File: src/rtl/alu_cc_unit.sv
// alu_cc_unit: Y86-64 condition-code register plus jXX/cmovXX condition resolver.
// Latency: flags visible 2 edges after result accept; condition answer registered 1 edge after query accept.
// Backpressure: results are always accepted; queries wait behind in-flight set_cc results (unless CC_FWD_EN) and unconsumed answers.
// Optional macro CC_FWD_EN: forward in-flight flags into the condition evaluator instead of stalling the query.
module alu_cc_unit #(
  parameter int DATA_W = 64,
  parameter int CNT_W  = 16
) (
  input  logic              clk,
  input  logic              reset_n,
  input  logic              res_valid,
  output logic              res_ready,
  input  logic [1:0]        alu_fn,
  input  logic [DATA_W-1:0] op_a,
  input  logic [DATA_W-1:0] op_b,
  input  logic [DATA_W-1:0] alu_res,
  input  logic              set_cc,
  input  logic              cond_valid,
  input  logic [3:0]        cond_ifun,
  output logic              cond_ready,
  output logic              cnd_valid,
  output logic              cnd,
  output logic              cnd_err,
  input  logic              cnd_ready,
  output logic              cc_zf,
  output logic              cc_sf,
  output logic              cc_of,
  output logic [CNT_W-1:0]  upd_cnt
);

  typedef enum logic [1:0] {Q_IDLE, Q_STALL, Q_HOLD} q_state_t;

  q_state_t          q_state;
  logic              rdy_q;
  logic              pend;
  logic [1:0]        s1_fn;
  logic [DATA_W-1:0] s1_a;
  logic [DATA_W-1:0] s1_b;
  logic [DATA_W-1:0] s1_res;
  logic              s1_setcc;
  logic              pend_setcc;
  logic              res_acc;
  logic              q_acc;
  logic              hazard;
  logic [2:0]        cmt_flags;
  logic [2:0]        q_flags;
  logic [1:0]        verdict;

  // Flags packed as {zf, sf, of}.
  function automatic logic [2:0] calc_flags(input logic [1:0] fn,
                                            input logic [DATA_W-1:0] a,
                                            input logic [DATA_W-1:0] b,
                                            input logic [DATA_W-1:0] r);
    logic zf;
    logic sf;
    logic of;
    zf = (r == '0);
    sf = r[DATA_W-1];
    case (fn)
      2'd0:    of = (a[DATA_W-1] == b[DATA_W-1]) && (r[DATA_W-1] != a[DATA_W-1]);
      2'd1:    of = (a[DATA_W-1] != b[DATA_W-1]) && (r[DATA_W-1] != b[DATA_W-1]);
      default: of = 1'b0;
    endcase
    return {zf, sf, of};
  endfunction

  // Returns {cnd_err, cnd} for a Y86 ifun against flags {zf, sf, of}.
  function automatic logic [1:0] eval_cnd(input logic [3:0] ifun, input logic [2:0] f);
    logic zf;
    logic lt;
    logic [1:0] r;
    zf = f[2];
    lt = f[1] ^ f[0];
    case (ifun)
      4'd0:    r = 2'b01;
      4'd1:    r = {1'b0, lt | zf};
      4'd2:    r = {1'b0, lt};
      4'd3:    r = {1'b0, zf};
      4'd4:    r = {1'b0, !zf};
      4'd5:    r = {1'b0, !lt};
      4'd6:    r = {1'b0, !lt && !zf};
      default: r = 2'b10;
    endcase
    return r;
  endfunction

  assign res_ready  = rdy_q;
  assign res_acc    = res_valid && rdy_q;
  assign pend_setcc = pend && s1_setcc;
  assign cmt_flags  = calc_flags(s1_fn, s1_a, s1_b, s1_res);
  assign q_acc      = cond_valid && cond_ready;
  assign verdict    = eval_cnd(cond_ifun, q_flags);

`ifdef CC_FWD_EN
  logic [2:0] live_flags;
  assign live_flags = calc_flags(alu_fn, op_a, op_b, alu_res);
  assign hazard     = 1'b0;

  // Evaluate against the flags that will be architectural after this edge.
  always_comb begin
    q_flags = {cc_zf, cc_sf, cc_of};
    if (pend_setcc)
      q_flags = cmt_flags;
    else if (res_acc && set_cc)
      q_flags = live_flags;
  end
`else
  assign hazard  = pend_setcc || (res_valid && set_cc);
  assign q_flags = {cc_zf, cc_sf, cc_of};
`endif

  // Query acceptance: blocked in reset, on a flag hazard, or while an answer is unconsumed.
  always_comb begin
    cond_ready = 1'b0;
    if (reset_n) begin
      case (q_state)
        Q_IDLE, Q_STALL: cond_ready = !hazard;
        Q_HOLD:          cond_ready = cnd_ready && !hazard;
        default:         cond_ready = 1'b0;
      endcase
    end
  end

  // Result path: S1 captures the ALU result, S2 commits flags and bumps the update counter.
  always_ff @(posedge clk) begin
    if (!reset_n) begin
      rdy_q    <= 1'b0;
      pend     <= 1'b0;
      s1_fn    <= '0;
      s1_a     <= '0;
      s1_b     <= '0;
      s1_res   <= '0;
      s1_setcc <= 1'b0;
      cc_zf    <= 1'b1;
      cc_sf    <= 1'b0;
      cc_of    <= 1'b0;
      upd_cnt  <= '0;
    end else begin
      rdy_q <= 1'b1;
      pend  <= res_acc;
      if (res_acc) begin
        s1_fn    <= alu_fn;
        s1_a     <= op_a;
        s1_b     <= op_b;
        s1_res   <= alu_res;
        s1_setcc <= set_cc;
      end
      if (pend_setcc) begin
        {cc_zf, cc_sf, cc_of} <= cmt_flags;
        if (upd_cnt != '1)
          upd_cnt <= upd_cnt + CNT_W'(1);
      end
    end
  end

  // Query FSM with registered answer outputs.
  always_ff @(posedge clk) begin
    if (!reset_n) begin
      q_state   <= Q_IDLE;
      cnd_valid <= 1'b0;
      cnd       <= 1'b0;
      cnd_err   <= 1'b0;
    end else begin
      case (q_state)
        Q_IDLE, Q_STALL: begin
          if (q_acc) begin
            {cnd_err, cnd} <= verdict;
            cnd_valid      <= 1'b1;
            q_state        <= Q_HOLD;
          end else if (cond_valid && hazard) begin
            q_state <= Q_STALL;
          end else begin
            q_state <= Q_IDLE;
          end
        end
        Q_HOLD: begin
          if (q_acc) begin
            {cnd_err, cnd} <= verdict;
            cnd_valid      <= 1'b1;
          end else if (cnd_ready) begin
            cnd_valid <= 1'b0;
            q_state   <= Q_IDLE;
          end
        end
        default: begin
          cnd_valid <= 1'b0;
          q_state   <= Q_IDLE;
        end
      endcase
    end
  end

endmodule

File: config.mk
export PLATFORM = sky130hd
export DESIGN_NAME = alu_cc_unit
export DESIGN_NICKNAME = d
export VERILOG_FILES = /design/src/rtl/alu_cc_unit.sv
export SDC_FILE = /design/constraint.sdc
export NUM_CORES = 1
export LEC_CHECK = 0
export CAP_MARGIN = 5
export CORE_AREA = 2 2 109 111
export DETAILED_ROUTE_END_ITERATION = 6
export DIE_AREA = 0 0 111 113
export PLACE_DENSITY = 0.8
export SLEW_MARGIN = 40
export SYNTH_ARGS = -nofsm -noshare
export SYNTH_HDL_FRONTEND = slang
export SYNTH_SLANG_ARGS = --single-unit
export TNS_END_PERCENT = 20
File: constraint.sdc
create_clock -name clk -period 1.5 [get_ports clk]
set_input_delay 0.3 -clock clk [delete_from_list [all_inputs] [get_ports clk]]
set_output_delay 0.3 -clock clk [all_outputs]
set_load 0.01 [all_outputs]
### Word level (Yosys, flattened, before mapping)

Index checks and enable logic that the tools add are counted.

| storage, ports and cells | value |
|---|---|
| output and inout port bits | 24 |
| bits of input ports | 204 |
| register bits | 221 |

| operators by class | value |
|---|---|
| bitwise gates (word level) | 2 |
| multiplexer cells | 14 |
| $add $sub $neg | 1 |
| reductions and logical operators | 23 |
| equal/unequal tests | 18 |

Operators by type and width:

| kind | count |
|---|---|
| 64-bit logical NOT | 1 |
| 16-bit by 1-bit adder with 16-bit output, second input constant | 1 |
| 16-bit inequality test, second input constant | 1 |
| 2-bit case mux with 7 select lines | 1 |
| 4-bit by 3-bit equality test with 1-bit output, second input constant | 3 |
| 1-bit logical AND | 9 |
| 4-bit by 2-bit equality test with 1-bit output, second input constant | 2 |
| 2-bit AND reduction | 4 |
| 1-bit two-way mux | 6 |
| 2-bit two-way mux | 3 |
| 2-bit inequality test, second input constant | 3 |
| 1-bit case mux with 2 select lines | 3 |
| 2-bit by 1-bit equality test with 1-bit output, second input constant | 2 |
| 4-bit by 1-bit equality test with 1-bit output, second input constant | 1 |
| 2-bit logical NOT | 2 |
| 4-bit logical NOT | 1 |
| 2-bit case mux with 2 select lines | 1 |
| 1-bit logical NOT | 3 |
| 1-bit inequality test | 3 |
| 3-bit inequality test, second input constant | 1 |
| 3-bit OR reduction | 1 |
| 2-bit equality test, second input constant | 1 |
| 2-bit OR reduction | 1 |
| 1-bit equality test | 1 |
| 3 further kinds | 3 |

### Longest topological paths before layout

| depth | value |
|---|---|
| depth after elaboration | 9 |
| mapped depth | 7 |
| mapped depth without buffers | 5 |

### Worst setup path before layout

Ideal clock, no wire load.

| path | value |
|---|---|
| path type | flip-flop to flip-flop |
| start point | register upd_cnt[0] |
| end point | register upd_cnt[11] |
| path buffers | 1 |
| library setup time | 0.071 ns |
| slack | -0.107 ns |
| clock period less this slack | 1.607 ns |
| cell stages (with the launch flop) | 7 |
| arrival | 1.536 ns |
| path through | dfxtp_1 ha_1 nand4_1 nor4_4 buf_6 or4_1 a21oi_1 |

| on the way | value |
|---|---|
| longest elaborated chain between the ends | 2 |
| elaborated cells on any way between the ends | 3 |

RTL lines:

| element | RTL line | RTL |
|---|---|---|
| start, declared | 28 | `output logic [CNT_W-1:0] upd_cnt` |
| start signal, assigned | 151 | `upd_cnt <= upd_cnt + CNT_W'(1);` |
| parallel branches: the longest is 2 deep, another holds 16-bit by 1-bit adder with 16-bit output | n/a |  |

Several ways; the timed one is not identified.
A chain may end at the register's enable or synchronous reset.

### Worst setup path in the final report

| path | value |
|---|---|
| start point | register upd_cnt[0] |
| end point | register upd_cnt[9] |

Same word-level chain as after synthesis.

==> metrics.md <==
| Metric | Value |
|---|---|
| Outcome | finished with violations |
| Failing checks | negative setup slack |
| Yosys warning total | 0 |
| First-pass GRT wire length | approximately 16 mm |
| Starting Density | 33.9% |
| Setup ws final | -0.0761 ns |
| FMAX | ~0.63 GHz |
| Post-synth EDFFs | 0 |
| Die ar. | ~0.013 mm² |
| DR WL/cell | roughly 13 µm |
| Synthesized cell area | about 0.0038 mm² |
| Number of global-route vias before repair | approximately 3,700 |
| Largest net degree at the start of global routing | 43 |
| Worst Setup SP | upd_cnt[0] |
| Asr flop ratio synth | 0% |
| Area of the core | about 0.011 mm² |
| FP Rows | 39 |
| Residual DRC | 0 |
| Worst slack, placed | -0.511 ns |
| Via/cell ratio | approximately 5 |
| Final setup viols | 10 |
| Mapped Cells | about 470 |
| Post-cts hold buffer count | 0 |
| CP endpoint kind | flop |
| CP max stage cell | or4_1 |
| Peak supply drop | 0.631 mV |
| I/O Buffers | approximately 100 |
| Clk buf depth | 2 |
| CTS buffer count | 9 |
| Routed Antenna Nets | 0 |
| Die Wd | around 110 µm |
| CTS sink count | 95 |
| Reg2Reg Launch Point | upd_cnt[0] |
| Tcrit/Tclk final | 105% |
| Count of cell types in the netlist | 49 |
| DR pass1 iterations | 4 |
| CP arrival | 1.85 ns |
| Most frequent cells in the layout | nand2_1, dfxtp_1, a21oi_1 |
| Initial antenna violation count | 0 |
| Area of the multi-input gates | between 0.0015 and 0.002 mm² |
| CP Cell Sequence | ha_4, nand4_1, nor4_4, buf_4, or4_1, a21oi_1 |
| Most common cell after layout, fill and taps aside | nand2_1 |
| Syn Nets | between 600 and 700 |
| Root Buffer | clkbuf_16 |
| Sequential share of the synthesized area | between 40% and 50% |
| Slowest cell delay on critical path | 0.50 ns |
| HPWL after detailed placement | roughly 7.4 mm |
| Max-Cap Viols | 0 |
| Final Max Tran Viols | 0 |
| Period minus WS final | roughly 1.6 ns |
| Top_reg_cell synth | dfxtp_1 |
| Filler cells | 1,031 |
| Gpl congestion | 0.820 |
| CP required | between 1.5 and 2 ns |
| Relative slew slack | about 74% |
| Worst Setup Start Kind | flop |
| Drt initial violations | roughly 160 |
| Maximum level of the CTS H-tree | 3 |
| Seq cells post-synth | 95 |
| CP Class | flop to flop |
| TritonCTS clock tree | done |
| RSZ-0062 raised after global routing | true |
| Fin nets | approximately 800 |
| Static leakage | roughly 0.0022 µW |
| Worst Hold Class | primary input to flop |
| Clk_lat worst skew | about 0.34 ns |
| Crit-path max FO | 5 |
| Num ports | around 230 |
| Mean Syn Cell Area | slightly above 8 µm² |
| Routed wire length | about 10 mm |
| Share of cells above drive strength 1 | between 15 and 20% |
| Power per cell area | roughly 980 mW/mm² |
| ANT cells | 0 |
| Die Height | between 100 and 150 µm |
| FF/Latch Area | between 0.0015 and 0.002 mm² |
| Layout area overhead | 48.0% |
| Count of final hold-check violations | 0 |
| Worst Skew | 0.00547 ns |
| Min-delay src | set_cc |
| Via Count | ~3,700 |
| GRT overflow | 0 |
| Slew at the pin closest to its max-slew limit | between 0.3 and 0.4 ns |
| Total GRT Usage | about 16% |
| Worst-path clk slew | about 0.07 ns |
| Final Power | 5530 µW |
[per-stage QoR]
step	cell area [µm²]	util [%]	cells	TNS (ns)	hold WS [ns]
after floorplan	3840	-	473	0	0.328
after global placement	5290	46.9	735	-11.54	0.443
after detailed placement	5290	46.9	735	-12.62	0.447
after CTS	5580	49.5	750	-0.473	0.456
after global routing	5650	50.1	752	-1.42	0.271
final	5650	50.1	752	-0.318	0.255
[area by class of cell]
| cell class | count | share of cell area [%] |
|---|---|---|
| clock buffers | 12 | 4.36 |
| clock inverters | 3 | 0.775 |
| inverters | 4 | 0.266 |
| multi-input cells | 345 | 32.4 |
| flip-flops and latches | 95 | 33.9 |
| well taps | 143 | 3.17 |
| repair buffers | 150 | 25.2 |
[registers in the layout, indices dropped and copies added (netlist names)]
name       count
cc_sf          1
cnd_err        1
s1_res        64
s1_b           1
pend           1
upd_cnt       16
q_state        2
res_ready      1
cc_of          1
cc_zf          1
cnd_valid      1
cnd            1
s1_setcc       1
s1_fn          2
s1_a           1
[per-layer routing]
layer / part of all wire, % / global-route usage (%) / vias up
li1: - / - / 1904
met1: 45 / 19.1 / 1750
met2: 49 / 28.6 / 85
met3: 4.8 / 3.64 / 9
met4: 1.1 / 5.25 / 0
met5: 0 / 0 / -
[path summary, 6_finish.rpt]
kind | endpoint | slack [ns] | cells past startpoint
worst max register to register | upd_cnt[9] | -0.08 | 6
worst min-delay path | s1_setcc | 0.25 | 3
worst max-delay path | upd_cnt[9] | -0.08 | 6
worst min register to register | s1_res[32] | 0.45 | 2
[where the power goes]
part	total (µW)	leakage (µW)	internal (µW)	switching, µW
Sequential	2670	0.000780	2620	52.9
Combinational	608	0.00130	343	265
Clock	2250	0.000143	1330	920
Total	5530	0.00222	4290	1240
[kinds of logic after synthesis]
family / count (synthesis) / share of synthesized area (%)
adder cells (fa/ha/maj): 1 / 0.328
buffers and inverters: 33 / 4.19
AO/OA/AOI/OAI: 114 / 16.9
AND/OR/NAND/NOR: 224 / 27.2
XOR/XNOR: 2 / 0.459
multiplexers: 4 / 1.05
flip-flops: 95 / 49.8
[cells in the mapped netlist, types with 2 or more instances]
cell type,count,share of area [%]
dfxtp_1,95,50
nand3_1,8,1.0
inv_1,3,0.29
xor2_1,2,0.46
o41ai_1,2,0.46
nor2b_1,2,0.33
nor2_1,7,0.69
or4_1,9,1.8
and2_1,2,0.33
or3_2,2,0.39
mux2i_1,4,1.0
o21ai_0,5,0.66
nor3_1,3,0.39
buf_1,2,0.20
a21oi_1,84,11
nor4_1,16,2.6
o31ai_1,8,1.6
nand2_1,155,15
nand2b_1,3,0.49
buf_2,2,0.26
a211oi_1,2,0.39
o31a_1,2,0.46
nand4_1,7,1.1
clkbuf_1,22,2.2
and3_1,2,0.33
[critical path, delay by kind of cell (launching register included)]
kind	cells	cell delay [ns]
flip-flops	1	0.35
AND/OR/NAND/NOR	3	0.70
buffers and inverters	1	0.16
AO/OA/AOI/OAI	1	0.14
adder cells (fa/ha/maj)	1	0.16
[what timing repair did]
item	4_1_cts	5_1_grt
resized for setup	38	14
pin swaps	11	3
setup endpoints to repair	41	20
buffers inserted	0	2
Power figures use the tool's default switching activity.
